$ cat config.mk
export PLATFORM = sky130hd
export DESIGN_NAME = rf_wb_arb
export DESIGN_NICKNAME = d
export VERILOG_FILES = /design/src/rtl/rf_wb_pkg.sv /design/src/rtl/rf_wb_fifo.sv /design/src/rtl/rf_wb_arb.sv
export SDC_FILE = /design/constraint.sdc
export NUM_CORES = 1
export LEC_CHECK = 0
export CORE_ASPECT_RATIO = 1.1
export CORE_MARGIN = 2
export CORE_UTILIZATION = 30
export DETAILED_ROUTE_END_ITERATION = 16
export PLACE_DENSITY = 0.52
export REMOVE_ABC_BUFFERS = 1
export SLEW_MARGIN = 20
export SYNTH_ARGS = -nofsm -noshare
export SYNTH_HDL_FRONTEND = slang
export SYNTH_SLANG_ARGS = --single-unit
export TNS_END_PERCENT = 5
$ cat constraint.sdc
create_clock -name i_clk -period 3.6 [get_ports i_clk]
set_input_delay 1.08 -clock i_clk [delete_from_list [all_inputs] [get_ports i_clk]]
set_output_delay 1.08 -clock i_clk [all_outputs]
set_load 0.1 [all_outputs]
$ cat src/rtl/rf_wb_pkg.sv
// Shared types for the register-file write-port arbiter: FSM state,
// buffered side-unit entry and the datapath width.
package rf_wb_pkg;

    localparam int XLEN = 32;
    localparam int AW   = 5;

    typedef enum logic {
        ARB   = 1'b0,
        DRAIN = 1'b1
    } state_t;

    typedef struct packed {
        logic [AW-1:0]   waddr;
        logic [XLEN-1:0] res;
    } side_entry_t;

    // x0 is hardwired zero, so a write to it must never reach the register file.
    function automatic logic wr_allowed(input logic [AW-1:0] waddr);
        return waddr != '0;
    endfunction

endpackage

$ cat src/rtl/rf_wb_fifo.sv
// Small circular FIFO buffering side-unit results; head is visible
// combinationally so the arbiter can pop it in the same cycle it grants.
module rf_wb_fifo
    import rf_wb_pkg::*;
#(
    parameter int DEPTH = 2
) (
    input  logic                     i_clk,
    input  logic                     i_rst,
    input  logic                     i_push,
    input  side_entry_t              i_wr_entry,
    input  logic                     i_pop,
    output side_entry_t              o_head,
    output logic                     o_full,
    output logic                     o_empty,
    output logic [$clog2(DEPTH):0]   o_count
);

    localparam int PTR_W = $clog2(DEPTH);

    logic [PTR_W-1:0] wr_ptr_reg;
    logic [PTR_W-1:0] rd_ptr_reg;
    logic [PTR_W:0]   count_reg;
    side_entry_t      mem [DEPTH];
    logic             do_push;
    logic             do_pop;

    assign o_full  = count_reg == (PTR_W+1)'(DEPTH);
    assign o_empty = count_reg == '0;
    assign o_count = count_reg;
    assign o_head  = mem[rd_ptr_reg];
    assign do_push = i_push && !o_full;
    assign do_pop  = i_pop && !o_empty;

    // Storage carries no reset; validity is tracked purely by the count.
    always_ff @(posedge i_clk) begin
        if (do_push) begin
            mem[wr_ptr_reg] <= i_wr_entry;
        end
    end

    always_ff @(posedge i_clk) begin
        if (i_rst) begin
            wr_ptr_reg <= '0;
            rd_ptr_reg <= '0;
            count_reg  <= '0;
        end else begin
            if (do_push) begin
                wr_ptr_reg <= wr_ptr_reg + PTR_W'(1);
            end
            if (do_pop) begin
                rd_ptr_reg <= rd_ptr_reg + PTR_W'(1);
            end
            case ({do_push, do_pop})
                2'b10:   count_reg <= count_reg + (PTR_W+1)'(1);
                2'b01:   count_reg <= count_reg - (PTR_W+1)'(1);
                default: count_reg <= count_reg;
            endcase
        end
    end

endmodule

$ cat src/rtl/rf_wb_arb.sv
// Register-file write-port arbiter: pipeline writeback has priority, side
// results queue in a FIFO and are force-drained once the head starves.
module rf_wb_arb
    import rf_wb_pkg::*;
#(
    parameter int DEPTH      = 2,
    parameter int STARVE_MAX = 4
) (
    input  logic            i_clk,
    input  logic            i_rst,
    input  logic            i_pipe_vld,
    input  logic            i_pipe_rd_wen,
    input  logic [4:0]      i_pipe_rd_waddr,
    input  logic [XLEN-1:0] i_pipe_res,
    output logic            o_pipe_rdy,
    input  logic            i_side_vld,
    input  logic [4:0]      i_side_rd_waddr,
    input  logic [XLEN-1:0] i_side_res,
    output logic            o_side_rdy,
    output logic            o_rd_wen,
    output logic [4:0]      o_rd_waddr,
    output logic [XLEN-1:0] o_rd_wdata,
    output logic            o_vld,
    output logic            o_side_done,
    output logic            o_drain
);

    localparam int              CNT_W      = $clog2(DEPTH) + 1;
    localparam logic [3:0]      STARVE_LIM = 4'(STARVE_MAX - 1);
    localparam logic [CNT_W-1:0] CNT_ONE   = CNT_W'(1);

    state_t            state_reg;
    logic [3:0]        starve_reg;
    logic              rd_wen_reg;
    logic [4:0]        rd_waddr_reg;
    logic [XLEN-1:0]   rd_wdata_reg;
    logic              vld_reg;
    logic              side_done_reg;

    side_entry_t       side_in;
    side_entry_t       fifo_head;
    logic              fifo_full;
    logic              fifo_empty;
    logic [CNT_W-1:0]  fifo_count;
    logic              pipe_grant;
    logic              side_pop;
    logic              side_push;
    logic              starve_hit;

    always_comb begin
        side_in       = '0;
        side_in.waddr = i_side_rd_waddr;
        side_in.res   = i_side_res;
    end

    assign o_pipe_rdy = (state_reg == ARB) && !i_rst;
    assign o_side_rdy = !fifo_full && !i_rst;
    assign side_push  = i_side_vld && o_side_rdy;
    assign pipe_grant = o_pipe_rdy && i_pipe_vld;
    // In ARB the FIFO only gets the port when the pipeline leaves it idle.
    assign side_pop   = !i_rst && !fifo_empty && ((state_reg == DRAIN) || !i_pipe_vld);
    assign starve_hit = (starve_reg == STARVE_LIM) || fifo_full;
    assign o_drain    = state_reg == DRAIN;

    assign o_rd_wen    = rd_wen_reg;
    assign o_rd_waddr  = rd_waddr_reg;
    assign o_rd_wdata  = rd_wdata_reg;
    assign o_vld       = vld_reg;
    assign o_side_done = side_done_reg;

    rf_wb_fifo #(
        .DEPTH (DEPTH)
    ) u_fifo (
        .i_clk      (i_clk),
        .i_rst      (i_rst),
        .i_push     (side_push),
        .i_wr_entry (side_in),
        .i_pop      (side_pop),
        .o_head     (fifo_head),
        .o_full     (fifo_full),
        .o_empty    (fifo_empty),
        .o_count    (fifo_count)
    );

    always_ff @(posedge i_clk) begin
        if (i_rst) begin
            state_reg     <= ARB;
            starve_reg    <= '0;
            rd_wen_reg    <= 1'b0;
            rd_waddr_reg  <= '0;
            rd_wdata_reg  <= '0;
            vld_reg       <= 1'b0;
            side_done_reg <= 1'b0;
        end else begin
            vld_reg       <= pipe_grant;
            side_done_reg <= side_pop;

            if (pipe_grant) begin
                rd_wen_reg   <= i_pipe_rd_wen && wr_allowed(i_pipe_rd_waddr);
                rd_waddr_reg <= i_pipe_rd_waddr;
                rd_wdata_reg <= i_pipe_res;
            end else if (side_pop) begin
                rd_wen_reg   <= wr_allowed(fifo_head.waddr);
                rd_waddr_reg <= fifo_head.waddr;
                rd_wdata_reg <= fifo_head.res;
            end else begin
                rd_wen_reg   <= 1'b0;
            end

            // Saturate rather than wrap so a large STARVE_MAX cannot alias.
            if (side_pop || fifo_empty) begin
                starve_reg <= '0;
            end else if ((state_reg == ARB) && (starve_reg != 4'hF)) begin
                starve_reg <= starve_reg + 4'd1;
            end

            case (state_reg)
                ARB: begin
                    if (!fifo_empty && !side_pop && starve_hit) begin
                        state_reg <= DRAIN;
                    end
                end
                DRAIN: begin
                    // A push landing with the last pop keeps the drain going.
                    if (fifo_empty || (side_pop && (fifo_count == CNT_ONE) && !side_push)) begin
                        state_reg <= ARB;
                    end
                end
            endcase
        end
    end

endmodule

==> metrics.txt <==
crit end category output port; DR vias 3418; slew of the pin with the lowest slew margin 1017 ps; PortBufs 121; Mapped Cells 395; Worst path top cell family by delay buffers and inverters; IR drop worst, VDD 0.0003084 V; clk_skew 6.908 ps; Cells after DPL 698; vias per cell 4.689; GRT Residual Overflow 0; switching part of the total 0.3242; CTS tree yes; Die Y 139.2 um; vias in the first global route 3535; Synth Flop Type edfxtp_1; final setup fails 0; total power 4.441 mW; first-pass GRT wire length 18430 um; dominant cell type by area after synthesis edfxtp_1; Slew Viols, Final 0; Int Pwr 3.001 mW; Comb pwr share 0.261; Post-Synth XOR/XNOR Area 0.005268; post-DP HPWL 7555 um; Clock Sinks 124; CP arrival 1720 ps; Site Rows 49; DRT antenna net count 0; Post-Synth Adder-Cell Area 0.01254; clock slew at reported path FFs 50 ps; # hold bufs at CTS 0; Post-synth ARST share 0; Seq pwr share 0.384; EDFF count, synth 74; worst path bufs/invs 2; chip width 126.9 um; Post-Synth Simple-Gate Area 0.1094; worst-path fanout max 5; Diodes inserted 0; Avg Cell Area, Syn 12.63 um2; flops & latches, synth 124; post-synth cell types 38; layout cells sized above 1 0.1638; Compound-Gate Fraction of Synth Area 0.1121; P per Cell Area 646.7 nW/um2; number of buffers created by CTS 17; die area 17670 um2; Tot GR Track Use 0.1363; clk_lat worst skew 410 ps; Max Cap Violations 0; largest family of logic cells by synthesized area compound AO/OA/AOI/OAI gates; Biggest register u_fifo.mem; Area Growth Syn to Fin 37.71%; ranking of synthesized cells by instance count 74 x edfxtp_1, 50 x dfxtp_1, 42 x a21oi_1; non-filler instance count after layout 729; final WL 11660 um; RSZ-0062 raised after global routing false; type of origin of the critical path input port; Critical Path Max Stage Delay 260 ps; max reg flops 74; Slowest-stage cell, CP nor2_1; # H-tree levels 4; Core ar. 16310 um2; cts repair resizes 0; Final Critical Period 2795 ps; multiplexer share of the synthesized area 0.08555; wire per inst 16.00 um; crit share post-route 0.7765; Leakage 2.532 nW; f_max 357.7 MHz; CTS max path bufs 2; DR pass1 iterations 4; I/O pin count 122; routability-driven placement congestion ratio 0.7212; Worst Hold Class reg2reg; status complete, no violations; Starting Density 0.3058; area fraction of the dominant cell type after synthesis 0.4456; Worst Path Required 2520 ps; DR DRC count 0; cell chain of the critical path buf_2 > nor2_1 > buf_12; Net Switching 1.440 mW; Synthesis Warnings 0; CTS root buf clkbuf_16; synth top area cells edfxtp_1 45%, dfxtp_1 20%, mux2_1 7.9%; synthesized area 4987 um2; register area share after synthesis 0.6463; setup bufs post-CTS 0; initial antenna violation count 1; Nets 597; Crit Path Category in2out; clock share of power 0.355; Slew HR 0.3223; Hold Fails Final Rpt 0; DRT iter0 DRCs 164; most numerous cell in the Yosys netlist edfxtp_1; maximum number of pins on one net before global-route repair 81; Layout fillers 1576
[layout make-up]
cell class / count / area (um2) / area share
clock buffers: 21 / 440.4 / 0.06413
clock inverters: 10 / 100.1 / 0.01457
inverters: 4 / 15.01 / 0.002186
multi-input cells: 239 / 1652 / 0.2405
flip-flops and latches: 124 / 3224 / 0.4695
well taps: 204 / 255.2 / 0.03717
repair buffers: 127 / 1181 / 0.1720
[final timing paths]
check / end / from / slack (ps) / cells after the start
max: o_side_rdy / i_rst / 800 / 3
min: flip-flop / u_fifo.rd_ptr_reg / 510 / 2
min reg2reg: flip-flop / u_fifo.rd_ptr_reg / 510 / 2
max reg2reg: u_fifo.mem[1][33] / u_fifo.o_count[0] / 1440 / 5
[metrics by stage]
step / worst slack [ps] / hold slack [ps] / TNS (ps) / instance area (um2) / util
final: 804.7 / 515.0 / 0 / 6868 / 0.4211
after CTS: 795.4 / 514.4 / 0 / 6868 / 0.4211
after global routing: 768.5 / 556.5 / 0 / 6868 / 0.4211
after global placement: 794.6 / 481.1 / 0 / 6327 / 0.3880
after floorplan: -1047 / 443.2 / -50260 / 4858 / -
after detailed placement: 750.3 / 505.1 / 0 / 6327 / 0.3880
[worst reg2reg max path, cell delays in order (launching register included)]
cell and delay [ps]:
dfxtp_1 370, inv_1 110, ha_1 260, nor2_1 260
and3_2 600, buf_12 260
[cell usage in the layout, fill, tap and decap left out, types with 2 or more instances in the layout]
master and count:
edfxtp_1 74, dfxtp_1 49, nand2b_1 38, clkinv_2 5
mux2_1 35, inv_1 4, o211ai_1 37, clkbuf_1 4
nor3b_1 2, xor2_1 2, nor2_1 9, nor3_1 4
clkbuf_16 17, buf_12 3, ha_1 4, bufinv_16 2
nand2_1 40, buf_4 46, mux2_2 2, clkinv_1 2
clkdlybuf4s50_1 77, a21oi_1 42
[kinds of logic after synthesis]
family | count (synthesis)
adders and majority gates | 5
buffers and inverters | 32
AOI/OAI and AO/OA | 88
xor gates and xnor gates | 3
DFF | 124
muxes | 38
and+or+nand+nor | 105
[power groups by stage]
stage / sequential, mW / clock [mW] / combinational [mW]
after floorplan: 2.15 / 0 / 0.405
after global placement: 1.73 / 0 / 1.16
after detailed placement: 1.74 / 0 / 1.17
after CTS: 1.71 / 1.62 / 1.17
after global routing: 1.72 / 1.68 / 1.24
final: 1.71 / 1.58 / 1.16
[layer usage]
layer  global-route usage  vias up  part of all wire
met5                    0        -                 0
met4              0.06015        0             0.020
met3              0.04306       19             0.050
met2               0.2173       88              0.48
met1               0.1699     1640              0.45
li1                     -     1671                 -
Note: power is estimated with default switching activity, not from simulation.
